File: src/rtl/uart_tx_pkg.sv
// Shared UART transmit definitions: status layout, FSM states and bit-timer helper.
package uart_tx_pkg;

    localparam int unsigned DATA_W = 8;
    localparam int unsigned DIV_W  = 32;

    typedef struct packed {
        logic overflow;
        logic full;
        logic empty;
        logic busy;
    } TXStatus_t;

    typedef enum logic [2:0] {
        TX_IDLE,
        TX_START,
        TX_DATA,
        TX_PARITY,
        TX_STOP
    } TXState_t;

    // Bit-timer reload value; dividers of 0 and 1 both give one cycle per bit.
    function automatic logic [DIV_W-1:0] bit_reload(input logic [DIV_W-1:0] div);
        return (div <= DIV_W'(1)) ? '0 : div - DIV_W'(1);
    endfunction

endpackage

File: src/rtl/uart_tx_if.sv
// Register-block side of the UART transmitter: byte writes, overflow clear, status and irq.
interface uart_tx_if;
    import uart_tx_pkg::*;

    logic [DATA_W-1:0] tx_d_i;
    logic              tx_d_valid_i;
    logic              ovf_clr_i;
    logic [31:0]       txirqmask_i;
    TXStatus_t         tx_status_o;
    logic              irq_o;

    modport master (
        output tx_d_i, tx_d_valid_i, ovf_clr_i, txirqmask_i,
        input  tx_status_o, irq_o
    );

    modport slave (
        input  tx_d_i, tx_d_valid_i, ovf_clr_i, txirqmask_i,
        output tx_status_o, irq_o
    );
endinterface

File: src/rtl/uart_fifo.sv
// Synchronous FIFO with flush; shared by the UART TX and RX paths.
module uart_fifo #(
    parameter int unsigned WIDTH = 8,
    parameter int unsigned DEPTH = 8
) (
    input  logic                     clk,
    input  logic                     rst,
    input  logic                     push,
    input  logic [WIDTH-1:0]         din,
    input  logic                     pop,
    output logic [WIDTH-1:0]         dout,
    input  logic                     flush,
    output logic [$clog2(DEPTH):0]   count,
    output logic                     full,
    output logic                     empty
);
    localparam int unsigned AW = $clog2(DEPTH);
    localparam int unsigned CW = AW + 1;

    logic [WIDTH-1:0] mem [DEPTH];
    logic [AW-1:0]    wr_ptr_q, rd_ptr_q;
    logic [CW-1:0]    count_q;
    logic             do_push, do_pop;

    assign full    = (count_q == CW'(DEPTH));
    assign empty   = (count_q == '0);
    assign do_push = push && !full && !flush;
    assign do_pop  = pop && !empty && !flush;
    assign dout    = mem[rd_ptr_q];
    assign count   = count_q;

    always_ff @(posedge clk or posedge rst) begin
        if (rst) begin
            wr_ptr_q <= '0;
            rd_ptr_q <= '0;
            count_q  <= '0;
        end else if (flush) begin
            wr_ptr_q <= '0;
            rd_ptr_q <= '0;
            count_q  <= '0;
        end else begin
            if (do_push) wr_ptr_q <= wr_ptr_q + AW'(1);
            if (do_pop)  rd_ptr_q <= rd_ptr_q + AW'(1);
            count_q <= count_q + CW'(do_push) - CW'(do_pop);
        end
    end

    // Storage carries no reset; only the pointers define validity.
    always_ff @(posedge clk) begin
        if (do_push) mem[wr_ptr_q] <= din;
    end

endmodule

File: src/rtl/uart_tx.sv
// UART transmitter: buffers register writes in a FIFO and serializes 8N/8E/8O frames with 1 or 2 stop bits.
module uart_tx
    import uart_tx_pkg::*;
#(
    parameter int unsigned FIFO_DEPTH = 8
) (
    input  logic             clk,
    input  logic             rst,
    input  logic             tx_enable_i,
    input  logic [DIV_W-1:0] divider_i,
    input  logic             parity_en_i,
    input  logic             parity_odd_i,
    input  logic             stop2_i,
    uart_tx_if.slave         bus,
    output logic             tx_o
);
    localparam int unsigned CNT_W = $clog2(FIFO_DEPTH) + 1;

    TXState_t          state_q, state_d;
    logic [DATA_W-1:0] shift_q, shift_d;
    logic [2:0]        bit_cnt_q, bit_cnt_d;
    logic              stop_cnt_q, stop_cnt_d;
    logic [DIV_W-1:0]  timer_q, timer_d;
    logic [DIV_W-1:0]  div_q, div_d;
    logic              par_en_q, par_en_d;
    logic              parity_q, parity_d;
    logic              stop2_q, stop2_d;
    logic              tx_q, tx_d;
    logic              ovf_q, ovf_d;
    logic              irq_q, irq_d;

    logic              fifo_push, fifo_pop, fifo_full, fifo_empty;
    logic [DATA_W-1:0] fifo_dout;
    logic [CNT_W-1:0]  fifo_count_unused;
    logic              mask_unused;
    logic              wr_req, timer_zero, start_frame;

    assign wr_req      = bus.tx_d_valid_i && tx_enable_i;
    assign fifo_push   = wr_req;
    assign timer_zero  = (timer_q == '0);
    assign mask_unused = ^bus.txirqmask_i[31:4];

    uart_fifo #(.WIDTH(DATA_W), .DEPTH(FIFO_DEPTH)) u_fifo (
        .clk   (clk),
        .rst   (rst),
        .push  (fifo_push),
        .din   (bus.tx_d_i),
        .pop   (fifo_pop),
        .dout  (fifo_dout),
        .flush (!tx_enable_i),
        .count (fifo_count_unused),
        .full  (fifo_full),
        .empty (fifo_empty)
    );

    assign bus.tx_status_o = '{overflow: ovf_q, full: fifo_full, empty: fifo_empty,
                               busy: (state_q != TX_IDLE)};
    assign bus.irq_o = irq_q;
    assign tx_o      = tx_q;

    always_ff @(posedge clk or posedge rst) begin
        if (rst) begin
            state_q    <= TX_IDLE;
            shift_q    <= '0;
            bit_cnt_q  <= '0;
            stop_cnt_q <= 1'b0;
            timer_q    <= '0;
            div_q      <= '0;
            par_en_q   <= 1'b0;
            parity_q   <= 1'b0;
            stop2_q    <= 1'b0;
            tx_q       <= 1'b1;
            ovf_q      <= 1'b0;
            irq_q      <= 1'b0;
        end else begin
            state_q    <= state_d;
            shift_q    <= shift_d;
            bit_cnt_q  <= bit_cnt_d;
            stop_cnt_q <= stop_cnt_d;
            timer_q    <= timer_d;
            div_q      <= div_d;
            par_en_q   <= par_en_d;
            parity_q   <= parity_d;
            stop2_q    <= stop2_d;
            tx_q       <= tx_d;
            ovf_q      <= ovf_d;
            irq_q      <= irq_d;
        end
    end

    always_comb begin
        state_d     = state_q;
        shift_d     = shift_q;
        bit_cnt_d   = bit_cnt_q;
        stop_cnt_d  = stop_cnt_q;
        timer_d     = timer_zero ? timer_q : timer_q - DIV_W'(1);
        div_d       = div_q;
        par_en_d    = par_en_q;
        parity_d    = parity_q;
        stop2_d     = stop2_q;
        tx_d        = tx_q;
        fifo_pop    = 1'b0;
        start_frame = 1'b0;
        // Set beats clear; a drop while full is judged on the registered count.
        ovf_d       = (wr_req && fifo_full) || (ovf_q && !bus.ovf_clr_i);
        irq_d       = |(bus.tx_status_o & bus.txirqmask_i[3:0]);

        if (!tx_enable_i) begin
            state_d = TX_IDLE;
            tx_d    = 1'b1;
        end else begin
            case (state_q)
                TX_IDLE: begin
                    tx_d        = 1'b1;
                    start_frame = !fifo_empty;
                end
                TX_START: if (timer_zero) begin
                    state_d   = TX_DATA;
                    tx_d      = shift_q[0];
                    bit_cnt_d = '0;
                    timer_d   = bit_reload(div_q);
                end
                TX_DATA: if (timer_zero) begin
                    timer_d = bit_reload(div_q);
                    shift_d = {1'b0, shift_q[DATA_W-1:1]};
                    if (bit_cnt_q == 3'd7) begin
                        if (par_en_q) begin
                            state_d = TX_PARITY;
                            tx_d    = parity_q;
                        end else begin
                            state_d    = TX_STOP;
                            tx_d       = 1'b1;
                            stop_cnt_d = 1'b0;
                        end
                    end else begin
                        bit_cnt_d = bit_cnt_q + 3'd1;
                        tx_d      = shift_q[1];
                    end
                end
                TX_PARITY: if (timer_zero) begin
                    state_d    = TX_STOP;
                    tx_d       = 1'b1;
                    stop_cnt_d = 1'b0;
                    timer_d    = bit_reload(div_q);
                end
                TX_STOP: if (timer_zero) begin
                    if (stop2_q && !stop_cnt_q) begin
                        stop_cnt_d = 1'b1;
                        timer_d    = bit_reload(div_q);
                    end else if (!fifo_empty) begin
                        start_frame = 1'b1;
                    end else begin
                        state_d = TX_IDLE;
                        tx_d    = 1'b1;
                    end
                end
                default: begin
                    state_d = TX_IDLE;
                    tx_d    = 1'b1;
                end
            endcase

            // Frame configuration is captured with the byte and held for the whole frame.
            if (start_frame) begin
                fifo_pop = 1'b1;
                shift_d  = fifo_dout;
                div_d    = divider_i;
                par_en_d = parity_en_i;
                parity_d = (^fifo_dout) ^ parity_odd_i;
                stop2_d  = stop2_i;
                timer_d  = bit_reload(divider_i);
                state_d  = TX_START;
                tx_d     = 1'b0;
            end
        end
    end

endmodule

File: src/flat_wrapper.sv
// flat-port wrapper written by rule: the top's interface ports become plain ports
module uart_tx_flat import uart_tx_pkg::*;
#(
    parameter int unsigned FIFO_DEPTH = 8
)
  (clk, rst, tx_enable_i, divider_i, parity_en_i, parity_odd_i, stop2_i, tx_o, bus_tx_d_i, bus_tx_d_valid_i, bus_ovf_clr_i, bus_txirqmask_i, bus_tx_status_o, bus_irq_o);
  uart_tx_if bus_i ();
  input  logic clk;
  input  logic rst;
  input  logic tx_enable_i;
  input  logic [DIV_W-1:0] divider_i;
  input  logic parity_en_i;
  input  logic parity_odd_i;
  input  logic stop2_i;
  output logic tx_o;
  input wire logic [$bits(bus_i.tx_d_i)-1:0] bus_tx_d_i;
  input wire logic [$bits(bus_i.tx_d_valid_i)-1:0] bus_tx_d_valid_i;
  input wire logic [$bits(bus_i.ovf_clr_i)-1:0] bus_ovf_clr_i;
  input wire logic [$bits(bus_i.txirqmask_i)-1:0] bus_txirqmask_i;
  output wire logic [$bits(bus_i.tx_status_o)-1:0] bus_tx_status_o;
  output wire logic [$bits(bus_i.irq_o)-1:0] bus_irq_o;
  assign bus_i.tx_d_i = bus_tx_d_i;
  assign bus_i.tx_d_valid_i = bus_tx_d_valid_i;
  assign bus_i.ovf_clr_i = bus_ovf_clr_i;
  assign bus_i.txirqmask_i = bus_txirqmask_i;
  assign bus_tx_status_o = bus_i.tx_status_o;
  assign bus_irq_o = bus_i.irq_o;
  uart_tx #(.FIFO_DEPTH(FIFO_DEPTH)) u_core (.clk(clk), .rst(rst), .tx_enable_i(tx_enable_i), .divider_i(divider_i), .parity_en_i(parity_en_i), .parity_odd_i(parity_odd_i), .stop2_i(stop2_i), .bus(bus_i), .tx_o(tx_o));
endmodule
File: config.mk
export PLATFORM = sky130hd
export DESIGN_NAME = uart_tx_flat
export DESIGN_NICKNAME = d
export VERILOG_FILES = /design/src/rtl/uart_tx_pkg.sv /design/src/rtl/uart_tx_if.sv /design/src/rtl/uart_fifo.sv /design/src/rtl/uart_tx.sv /design/src/flat_wrapper.sv
export SDC_FILE = /design/constraint.sdc
export NUM_CORES = 1
export LEC_CHECK = 0
export ABC_AREA = 1
export BUFFER_PORTS_ARGS = -buffer_cell sky130_fd_sc_hd__clkbuf_2
export CAP_MARGIN = 20
export CORE_ASPECT_RATIO = 2
export CORE_MARGIN = 5
export CORE_UTILIZATION = 30
export CTS_CLUSTER_DIAMETER = 100
export DETAILED_ROUTE_END_ITERATION = 7
export PLACE_DENSITY = 0.46
export SYNTH_ARGS = -nofsm -noshare
export SYNTH_HDL_FRONTEND = slang
export SYNTH_SLANG_ARGS = --single-unit
File: constraint.sdc
create_clock -name clk -period 4.07 [get_ports clk]
set_input_delay 1.0175 -clock clk [delete_from_list [all_inputs] [get_ports clk]]
set_output_delay 1.0175 -clock clk [all_outputs]
set_load 0.01 [all_outputs]
### After elaboration in Yosys (flattened, before gate mapping)

Memory sizes are Yosys's and may differ from the RTL's.
Index checks and enable logic that the tools add are counted.

* add/sub/neg operators: 8
* $lt $le $gt $ge: 2
* eq/ne operators: 24
* mux-type cells: 59
* bitwise gates (word level): 2
* reduce and logical (&&, ||, !) cells: 30

Operator list (number)
* 2-to-1 mux 32 bit: 8
* subtractor 32 x 1 -> 32 bit (second input constant): 3
* <= comparator 32 x 1 -> 1 bit (second input constant): 2
* one-hot mux 32 bit (2 select lines): 1
* 2-to-1 mux 3 bit: 17
* logical NOT 32 bit: 1
* 2-to-1 mux 1 bit: 24
* 2-to-1 mux 8 bit: 3
* != test 4 x 2 -> 1 bit (second input constant): 6
* != test 2 x 1 -> 1 bit (second input constant): 8
* AND reduction 8 bit: 2
* one-hot mux 3 bit (5 select lines): 1
* adder 3 x 1 -> 3 bit (second input constant): 3
* logical AND 1 bit: 8
* XOR reduction 8 bit: 1
* == test 3 x 2 -> 1 bit (second input constant): 2
* == test 3 bit (second input constant): 2
* one-hot mux 3 bit (2 select lines): 1
* AND reduction 6 bit: 1
* nonzero test 2 bit: 3
* nonzero test 3 bit: 2
* AND reduction 5 bit: 1
* adder 4 x 1 -> 4 bit: 1
* bitwise AND 4 bit: 1
* other kinds (19): 23

* register bits after elaboration: 95
* RAM bits: 64
* input port bits: 80
* output and inout port bits: 6
* word-level logic and storage cells: 141
* memories kept: 1

Memories
* u_core.u_fifo.mem: words 8, width 8, read ports 1, clocked after memory_dff 0, wr ports 1, RTL line uart_fifo.sv:20 `logic [WIDTH-1:0] mem [DEPTH];`

### Depth between registers and ports, before layout

Gate-level depths: netlist (run 1).

* depth after elaboration: 12
* depth in mapped cells: 18
* mapped depth without buffers: 17

### Hierarchy

A second synthesis (run 1) with hierarchy kept.

* cell total of the unflattened synthesis: 1567
* area, all modules: 10811.6 um2

Modules (own cells, without submodules)
* uart_tx: instances 1, cells each 1200, area each 7274.5 um2, seq. area each 2128.3 um2
* uart_fifo: instances 1, cells each 367, area each 3537.1 um2, seq. area each 2172.1 um2

### Worst setup path before layout (run 1)

Ideal clock, no wire load.

* path type: input to register
* start: input port tx_enable_i
* end: register u_core.u_fifo.count_q[2], in the netlist u_core.u_fifo.count[2]
* library setup time: 0.124 ns
* arrival: 2.702 ns
* required time: 3.946 ns
* slack: 1.244 ns
* cell stages on the path: 10
* path buffers: 1
* cell sequence: clkbuf_1 > nand2_1 > nor2_1 > inv_1 > ha_1 > inv_1 > ha_1 > fa_1 > xnor2_1 > nor2_1

* longest elaborated chain between the ends: 6
* elaborated cells between the ends (all ways): 9
* those cells by class: 2 x add/sub; 2 x mux; 5 x reduce/logical

RTL lines
* start: declaration: RTL line flat_wrapper.sv:10 `input logic tx_enable_i;`
* logical AND 1 bit: RTL line uart_tx.sv:38 `assign wr_req = bus.tx_d_valid_i && tx_enable_i;`
* logical AND 1 bit (2 in series): RTL line uart_fifo.sv:27 `assign do_push = push && !full && !flush;`
* adder 4 x 1 -> 4 bit: RTL line uart_fifo.sv:44 `count_q <= count_q + CW'(do_push) - CW'(do_pop);`
* subtractor 4 x 1 -> 4 bit: RTL line uart_fifo.sv:44
* 2-to-1 mux 4 bit (*): RTL line uart_fifo.sv:37 `end else if (flush) begin`
* end signal: assignment: RTL line uart_fifo.sv:44
* end: declaration: RTL line uart_fifo.sv:22 `logic [CW-1:0] count_q;`

Every way passes the cells marked *; elsewhere a longest branch is shown, timed or not.
A chain may end at the register's enable or synchronous reset.

### Worst setup path after layout (run 1)

* start: register u_core.timer_q[21]
* end: register u_core.u_fifo.count_q[2], in the netlist u_core.u_fifo.count[2]

* longest elaborated chain between the ends: 10

RTL lines
* start: declaration: RTL line uart_tx.sv:23 `logic [DIV_W-1:0] timer_q, timer_d;`
* start signal: assignment: RTL line uart_tx.sv:80 `timer_q <= timer_d;`
* logical NOT 32 bit: RTL line uart_tx.sv:40 `assign timer_zero = (timer_q == '0);`
* 2-to-1 mux 1 bit: RTL line uart_tx.sv:146 `TX_STOP: if (timer_zero) begin`
* one-hot mux 1 bit (2 select lines): RTL line uart_tx.sv:112 `case (state_q)`
* 2-to-1 mux 1 bit: RTL line uart_tx.sv:108 `if (!tx_enable_i) begin`
* 2-to-1 mux 1 bit: RTL line uart_tx.sv:164 `if (start_frame) begin`
* 2-to-1 mux 1 bit: RTL line uart_tx.sv:108
* logical AND 1 bit (2 in series): RTL line uart_fifo.sv:28 `assign do_pop = pop && !empty && !flush;`
* subtractor 4 x 1 -> 4 bit: RTL line uart_fifo.sv:44
* 2-to-1 mux 4 bit: RTL line uart_fifo.sv:37

Every way passes these cells. The select of a mux whose other input is x is not followed.

==> results of run 1 <==
-- area by class of cell --
type | count | area, um2
repair buffers | 80 | 458
flip-flops and latches | 159 | 4300
diodes | 1 | 2.50
inverters | 153 | 577
well taps | 432 | 541
fillers | 3599 | 21500
multi-input cells | 1022 | 4910
clock inverters | 15 | 193
clock buffers | 17 | 425
-- path summary, 6_finish.rpt --
kind	endpoint	cells past startpoint
max reg2reg	u_core.u_fifo.count[2]	15
min	u_core.stop_cnt_q	2
max	u_core.u_fifo.count[2]	15
min reg2reg	u_core.stop_cnt_q	2
min in group asynchronous	u_core.div_q[22]	2
max in group asynchronous	u_core.tx_o	3
-- through the flow --
stage               setup slack [ns]  utilization [%]  hold WS [ns]
floorplan                      0.577                -         0.450
global placement               0.986             32.8         0.473
detailed placement             0.960             32.8         0.480
CTS                            0.962             34.6         0.498
global route                   0.743             34.6         0.531
finish                         0.986             34.6         0.490
-- synth_stat cells (all sizes together) --
cell | n | share of area [%]
dfrtp | 94 | 24
o21a | 1 | 0.075
buf | 23 | 1.5
o21bai | 2 | 0.15
o22ai | 3 | 0.19
a21oi | 19 | 0.95
mux2i | 1 | 0.10
or2 | 9 | 0.56
nor2b | 1 | 0.063
inv | 150 | 5.6
xnor2 | 16 | 1.4
a21o | 1 | 0.075
edfxtp | 64 | 19
o211ai | 1 | 0.075
nor4 | 3 | 0.19
o21ai | 85 | 4.3
ha | 16 | 2.0
nor2 | 223 | 8.8
nand3 | 118 | 6.1
or3 | 1 | 0.063
fa | 1 | 0.20
dfstp | 1 | 0.26
nand3b | 1 | 0.075
o31ai | 1 | 0.075
o2111ai | 1 | 0.15
nand4 | 18 | 1.3
clkbuf | 12 | 0.45
and2 | 3 | 0.19
xor2 | 55 | 4.8
mux2 | 1 | 0.11
clkinv | 3 | 0.11
nand2 | 414 | 16
nor3 | 27 | 1.4
-- sequential cells by signal (all words and copies together), names as in the netlist, 4 cells and up --
signal	cells
u_core.u_fifo.mem	64
u_core.div_q	32
u_core.timer_q	32
u_core.u_fifo.count	4
u_core.shift_q	8
-- cell families after synthesis --
family | after synthesis | synth area share [%]
adder cells (fa/ha/maj) | 17 | 2.21
flip-flops | 159 | 43.1
XOR/XNOR | 71 | 6.23
AND/OR/NAND/NOR | 818 | 34.5
multiplexers | 2 | 0.213
buffers and inverters | 188 | 7.72
AO/OA/AOI/OAI | 114 | 6.08
-- worst max-delay path: cells and delay by family, from the launching register on --
family / cells / cell delay, ns
DFF: 1 / 0.44
buffers and inverters: 2 / 0.11
adders and majority gates: 3 / 0.71
xor gates and xnor gates: 1 / 0.16
and+or+nand+nor: 9 / 1.53
-- power groups by stage --
stage               clock network (mW)  registers (mW)  logic, mW
floorplan                            0            2.41       2.62
global placement                     0            2.57       3.47
detailed placement                   0            2.56       3.50
CTS                               1.77            2.53       3.52
global route                      1.82            2.58       3.96
finish                            1.72            2.54       3.47
-- routing by layer --
metal	global-route usage, %	wire, um	share of wire, %
met1	16.4	11200	34
met4	9.82	1750	5.3
met2	36.9	19400	59
met5	0	0	0
met3	2.46	734	2.2
==> flow_metrics.tcl, run 1 <==
set metrics [dict create \
    critPathRequiredTime_ns 4.40 \
    power.share.clock_pct 22.3 \
    crit_chain "nor2_1 -> nand2_1 -> nor2_2 -> nand3_2 -> nor2_8 -> nand4_4 -> nand2_4 -> nand2_4 -> inv_2 -> ha_1 -> inv_1 -> ha_1 -> fa_1 -> xnor2_1 -> nor2_1" \
    hold_viol 0 \
    hp-class "flip-flop to flip-flop" \
    die_h_um 268 \
    period_share_pct 75.8 \
    crit_arrival_ns 3.41 \
    critPathMaxStageDelay_ns 0.44 \
    layout-drive-gt1-share_pct 10.2 \
    switching_share_pct 46.2 \
    final_common_cell "nand2_1" \
    synth_nets 1466 \
    stdcell_area_um2 11400 \
    synth_seq_cells 159 \
    power_switching_mw 3.57 \
    clkLatencyLatePin_ns 0.45 \
    cts_buffers 17 \
    first_global_vias 8902 \
    ys_seq_area_share_pct 43.1 \
    cts.path.max_buffers 2 \
    reg2reg_from "u_core.timer_q[21]" \
    slew_violations 0 \
    fin_cells 1879 \
    maxSlewHeadroom_pct 39.2 \
    fin_tns_setup_ns 0 \
    sequentialPowerShare_pct 32.8 \
    port_buffers 57 \
    dr.first_iter.drc_count 445 \
    powerDensity_nw_per_um2 678 \
    drc 0 \
    setup_viol 0 \
    cts_resized 0 \
    via_per_inst 4.70 \
    antenna_found_initial 1 \
    max_freq_mhz 324 \
    p_leak_nw 5.36 \
    crit_fanout 19 \
    post_cts_buffers 0 \
    wirelength_mm 33.1 \
    die-area_um2 37200 \
    tritoncts "built" \
    start_util_pct 30.3 \
    worstMarginPinSlew_ns 0.911 \
    rsz0062_at_grt "no" \
    synth_cell_types 48 \
    syn-cell-area_um2 9980 \
    syn_area_per_cell_um2 7.29 \
    comb_power_share_pct 44.9 \
    gp_congestion 0.899 \
    hpwl_mm 26.1 \
    ir_worst_vdd_mv 0.330 \
    dr_total_vias 8832 \
    total_power_mw 7.73 \
    hold_path_startpoint "u_core.stop_cnt_q" \
    cts_max_level 4 \
    drv_cap 0 \
    outcome "complete, no violations" \
    intPower_mw 4.16 \
    yosysWarnings 0 \
    crit_path_start_kind "flip-flop" \
    fin_nets 1530 \
    ctsHoldBuffers 0 \
    io_pins 86 \
    die_x_um 139 \
    crit_path_end_kind "flip-flop" \
    r2r_slack_ns 0.99 \
    synthCells 1369 \
    grt_overflow_total 0 \
    cts-root-buf "clkbuf_16" \
    grt_max_degree 60 \
    grt.total_usage_pct 17.9 \
    grt_pass1_wl_mm 50.5 \
    finalCriticalPeriod_ns 3.08 \
    critPathSlowestCell "dfrtp_1" \
    layout_common_cells "411 x nand2_1, 213 x nor2_1, 143 x inv_1" \
    numClockSinks 159 \
    clk_pin_slew_ns 0.07 \
    skew_ns 0.00778 \
    drtPass1Iterations 4 \
    drtAntennaViolNets 0 \
    critical_path.startpoint "u_core.timer_q[21]" \
    core_um2 32900 \
    num_rows 94 \
    dp_cells 1846 \
    wl_per_cell_um 17.6 \
    dpl_cell_area_um2 10800 \
    crit_type "flip-flop to flip-flop" \
    area_growth_pct 14.3 \
]
Note: power is estimated with default switching activity, not from simulation.
==> inputs of run 2 (changes only) <==
- ABC_AREA: 1 -> 0
- PLACE_DENSITY: 0.46 -> 0.48
- clock period: 4.07 -> 2.75 ns (I/O delays scaled with it)
==> run 2 against run 1 <==
Compared with the run above:
- the run now ends with negative setup slack left
- final cell count down 28%
- worst hold slack worse by 0.20 ns
- non-clock buffer count up 95
- largest power group unchanged
- largest cell class is now registers
- clock power up 41%
- fmax up 7.9%
- critical endpoint is now u_core.u_fifo.count[1]
- synthesized area down 14%
- power up 37%
- clock skew up 0.0013 ns
==> flow_metrics.tcl, run 2 <==
set metrics [dict create \
    outcome "complete, but fails checks" \
    violations "negative setup slack" \
    fillers 2806 \
    hpwl_mm 19.1 \
    ys_seq_area_share_pct 50.1 \
    crit_path_start_kind "flip-flop" \
    tritoncts "built" \
    rsz0062_at_grt "yes" \
    cts.path.max_buffers 2 \
    crit_fanout 2 \
    worst_slack_ns -0.108 \
    area_growth_pct 26.6 \
    clkLatencyLatePin_ns 0.45 \
    io_pins 86 \
    cts_max_level 4 \
    hold_viol 0 \
    die_h_um 249 \
    yosysMostFrequentCell "nand2_1" \
    total_power_mw 10.6 \
    period_share_pct 104 \
    synthCells 831 \
    numClockSinks 159 \
    dr_wl_met3_um 503 \
    first_global_vias 7382 \
    critPathRequiredTime_ns 3.09 \
    setup_viol 3 \
    grt_max_degree 37 \
    synth_seq_cells 159 \
    yosysWarnings 0 \
    powerDensity_nw_per_um2 971 \
    drtAntennaViolNets 0 \
    synth_edf_count 64 \
    skew_ns 0.00909 \
    grt.total_usage_pct 16.1 \
    p_leak_nw 4.37 \
    dr.max_layer_used "met4" \
    yosys.area.top_type_share_pct 27.4 \
    layout_common_cells "180 x nand2_1, 103 x buf_4, 94 x dfrtp_1" \
    synth_cell_types 63 \
    crit_type "flip-flop to flip-flop" \
    cts_buffers 17 \
    dr_total_vias 6736 \
    antennaDiodeCount 0 \
    syn-cell-area_um2 8590 \
    yosys-top-cells-area "dfrtp_1 27%, edfxtp_1 22%, nand2_1 7.9%" \
    async_reset_ff_share_pct 59.7 \
    synthTopCellsByCount "180 x nand2_1, 94 x dfrtp_1, 64 x edfxtp_1" \
    synth_nets 928 \
    drc 0 \
    cts-root-buf "clkbuf_16" \
    drtPass1Iterations 4 \
    worstMarginPinSlew_ns 0.581 \
    grt_pass1_wl_mm 39.3 \
    crit_arrival_ns 3.19 \
    drv_cap 0 \
    ir_worst_vdd_mv 0.515 \
    slew_violations 0 \
    num_rows 87 \
    layout-drive-gt1-share_pct 25.3 \
    wl_per_cell_um 18.8 \
    yosys_most_used_dff "dfrtp_1" \
    hp-class "input port to async pin" \
    crit_path_end_kind "flip-flop" \
    top_register "u_core.u_fifo.mem" \
    dr.first_iter.drc_count 287 \
    final_common_cell "nand2_1" \
    syn_area_per_cell_um2 10.3 \
    ctsHoldBuffers 0 \
    maxSlewHeadroom_pct 61.0 \
    core_um2 28200 \
    grt_overflow_total 0 \
    fin_nets 1088 \
    gp_congestion 0.846 \
    antenna_found_initial 0 \
    finalCriticalPeriod_ns 2.86 \
    largest_register_ffs 64 \
    port_buffers 57 \
    wirelength_mm 25.5 \
    fin_tns_setup_ns -0.147 \
    yosysTopAreaCell "dfrtp_1" \
    met2_length_mm 15.2 \
    drt-met1-wl_mm 8.72 \
    max_freq_mhz 350 \
    die_x_um 130 \
    clk_pin_slew_ns 0.06 \
    die-area_um2 32300 \
    via_per_inst 4.95 \
    top_regs "u_core.u_fifo.mem (64), u_core.div_q (32), u_core.timer_q (32)" \
    start_util_pct 30.5 \
]
[run 2: stage by stage]
stage                     std cells  area, um2  hold slack (ns)  worst slack [ns]  util [%]
after floorplan                 831       8640            0.445            -0.157         -
after global placement         1319      10100            0.461            -0.215      35.9
after detailed placement       1319      10100            0.476            -0.259      35.9
after CTS                      1356      10800            0.278            -0.135      38.2
after global routing           1360      10900            0.323            -0.227      38.6
final                          1360      10900            0.287            -0.108      38.6
[run 2: kinds of logic (layout without fill, tap and decap cells)]
logic type                 after synthesis  in the layout  share of synthesized area, %
muxes                                   25             25                          5.24
xor gates and xnor gates                97             97                          9.89
adders and majority gates               17             17                          2.56
and+or+nand+nor                        376            376                          21.1
AOI/OAI and AO/OA                      104            104                          8.19
DFF                                    159            159                          50.1
buffers and inverters                   53            226                          2.93
[run 2: layout make-up]
class / count / area, um2 / area share [%]
Sequential cell: 159 / 4300 / 39.5
Multi-Input combinational cell: 619 / 4120 / 37.9
Timing Repair Buffer: 175 / 1340 / 12.3
Clock buffer: 21 / 450 / 4.14
Tap cell: 356 / 445 / 4.10
Clock inverter: 11 / 140 / 1.29
Inverter: 19 / 77.6 / 0.713
[run 2: report_power, final]
group | leakage, nW | total [mW] | internal [mW] | switching [mW]
clock | 0.281 | 2.43 | 1.44 | 0.988
sequential | 1.76 | 3.71 | 3.13 | 0.579
combinational | 2.33 | 4.42 | 2.13 | 2.29
[run 2: what timing repair did]
action                                  CTS  global route
setup buffers                             4             2
cloned                                    1             3
pin swaps                                 0             3
gates resized for setup                  10             6
endpoints found under the setup margin   13            42
[run 2: layer usage]
metal / track usage (%) / up-vias
li1: - / 3267
met1: 15.0 / 3325
met2: 32.4 / 96
met3: 2.19 / 48
met4: 7.91 / 0
met5: 0 / -
[run 2: worst paths after layout]
path / depth (start not counted) / start / slack, ns / end
min: 2 / rst / 0.29 / u_core.bus.irq_o
min in group clk: 2 / bus_ovf_clr_i / 0.43 / u_core.ovf_q
max in group asynchronous: 3 / rst / 1.81 / u_core.timer_q[9]
max reg2reg: 12 / u_core.timer_q[22] / -0.11 / u_core.u_fifo.count[1]
max: 12 / u_core.timer_q[22] / -0.11 / u_core.u_fifo.count[1]
min reg2reg: 2 / u_core.shift_q[6] / 0.49 / u_core.shift_q[6]
[run 2: worst max-delay path, stage by stage, from the launching register on]
cell and delay (ns):
dfrtp_1 0.39, or4_4 0.55, nor3_4 0.22, buf_12 0.13
nand4_1 0.17, a21oi_2 0.21, nand2_2 0.08, inv_2 0.08
ha_4 0.19, inv_2 0.06, ha_4 0.13, fa_2 0.42
and2_1 0.14
==> inputs of run 3 (changes only) <==
- ABC_AREA: 0 -> 1
- PLACE_DENSITY: 0.48 -> 0.47
- SETUP_SLACK_MARGIN: default -> 0.1
==> run 3 against run 2 <==
Compared with the run above:
- the flow now finishes without violations
- design area increased by 9.2%
- critical path depth rose by 4
- flip-flop and latch count is the same
- critical path type unchanged
- largest cell class is now multi-input combinational cells
==> flow_metrics.tcl, run 3 (same netlist as run 1, synthesis figures left out) <==
set metrics [dict create \
    outcome "complete, no violations" \
    wl_per_cell_um 17.6 \
    cts.path.max_buffers 2 \
    area_growth_pct 19.0 \
    worstMarginPinSlew_ns 0.610 \
    dr_total_vias 9082 \
    start_util_pct 30.3 \
    wirelength_mm 34.1 \
    antenna_found_initial 0 \
    die_x_um 139 \
    cts_buffers 17 \
    grt_pass1_wl_mm 52.5 \
    drv_cap 0 \
    rsz0062_at_grt "yes" \
    grt.total_usage_pct 18.6 \
    via_per_inst 4.71 \
    drc 0 \
    preCtsSetupSlack_ns -0.0134 \
    die_h_um 268 \
    clk_pin_slew_ns 0.07 \
    crit_type "flip-flop to flip-flop" \
    p_leak_nw 5.61 \
    clkLatencyLatePin_ns 0.46 \
    reg2reg_from "u_core.timer_q[0]" \
    switching_share_pct 45.9 \
    grt_max_degree 60 \
    fillers 3589 \
    num_rows 94 \
    comb_power_share_pct 47.8 \
    ctsHoldBuffers 0 \
    crit_path_start_kind "flip-flop" \
    finalCriticalPeriod_ns 2.58 \
    ir_worst_vdd_mv 0.561 \
    max_freq_mhz 388 \
    final_common_cell "nand2_1" \
    antennaDiodeCount 0 \
    top_regs "u_core.u_fifo.mem (64), u_core.div_q (32), u_core.timer_q (32)" \
    critical_path.startpoint "u_core.timer_q[0]" \
    first_global_vias 9377 \
    cts-root-buf "clkbuf_16" \
    hp-class "input port to async pin" \
    whs_ns 0.236 \
    layout_common_cells "410 x nand2_1, 207 x nor2_1, 140 x inv_1" \
    dp_cells 1893 \
    period_share_pct 93.8 \
    cts_max_level 4 \
    intPower_mw 6.33 \
    maxSlewHeadroom_pct 59.1 \
    powerDensity_nw_per_um2 985 \
    tritoncts "built" \
    drtAntennaViolNets 0 \
    top_register "u_core.u_fifo.mem" \
    port_buffers 57 \
    dr.first_iter.drc_count 364 \
    largest_register_ffs 64 \
    core_um2 32900 \
    worst_slack_ns 0.169 \
    hpwl_mm 27.1 \
    die-area_um2 37200 \
    sequentialPowerShare_pct 31.8 \
    grt_overflow_total 0 \
    slew_violations 0 \
    numClockSinks 159 \
    setup_viol 0 \
    gp_congestion 0.945 \
    power_switching_mw 5.37 \
    hold_viol 0 \
    layout-drive-gt1-share_pct 14.4 \
    crit_fanout 5 \
    drtPass1Iterations 5 \
    fin_nets 1583 \
    crit_path_end_kind "flip-flop" \
    skew_ns 0.0136 \
    fin_cells 1930 \
    critPathRequiredTime_ns 3.10 \
    crit_arrival_ns 2.93 \
    io_pins 86 \
    power.share.clock_pct 20.5 \
]
[run 3: layout make-up]
| cell class | count | area, um2 | area share (%) |
|---|---|---|---|
| clock inverter | 14 | 146 | 1.23 |
| tap | 432 | 541 | 4.55 |
| timing repair buffer | 133 | 910 | 7.66 |
| clock buffer | 17 | 425 | 3.58 |
| inverter | 153 | 583 | 4.91 |
| sequential | 159 | 4300 | 36.2 |
| multi-input combinational | 1022 | 4970 | 41.9 |
[run 3: final timing paths]
check | endpoint | depth (start not counted) | slack [ns]
max | u_core.u_fifo.count[1] | 16 | 0.17
min | u_core.div_q[7] | 2 | 0.24
max reg2reg | u_core.u_fifo.count[1] | 16 | 0.17
min reg2reg | u_core.stop_cnt_q | 2 | 0.49
max in group asynchronous | u_core.tx_o | 3 | 1.88
min in group clk | u_core.ovf_q | 2 | 0.42
[run 3: stage by stage]
step	cell area, um2	util, %	setup TNS (ns)	power [mW]
finish	11900	36.1	0	11.7
global route	11900	36.1	0	12.7
CTS	11800	35.8	0	11.7
detailed placement	11200	34.0	-0.0233	9.25
global placement	11200	34.0	0	9.22
floorplan	10000	-	0	7.45
[run 3: timing repair]
item | CTS | global route
setup endpoints to repair | 4 | 32
buffers inserted | 0 | 6
gates resized for setup | 1 | 18
pin swaps | 0 | 7
[run 3: routing by layer]
metal  vias up  wire length (um)  GRT usage [%]
met3        87               636           2.44
met2       152             20000           38.2
met5         -                 0              0
li1       4603                 -              -
met4         0              2170           12.1
met1      4240             11200           16.4
[run 3: critical path: stages, from the launching register on]
cell and delay [ns]:
dfrtp_1 0.39, inv_2 0.10, ha_2 0.19, inv_2 0.06, nor3_4 0.20, nand2_2 0.11, nor2_8 0.10, nand4_4 0.10
nand2_4 0.12, nand2_4 0.07, inv_4 0.07, ha_4 0.19, inv_1 0.05, ha_2 0.19, fa_2 0.44, nand2_1 0.07
inv_1 0.03
[run 3: power by group through the flow]
stage                     clock network, mW  logic [mW]  registers, mW
after floorplan                           0        3.89           3.57
after global placement                    0        5.49           3.74
after detailed placement                  0        5.52           3.73
after CTS                              2.46        5.55           3.70
after global routing                   2.54        6.36           3.80
final                                  2.39        5.59           3.72
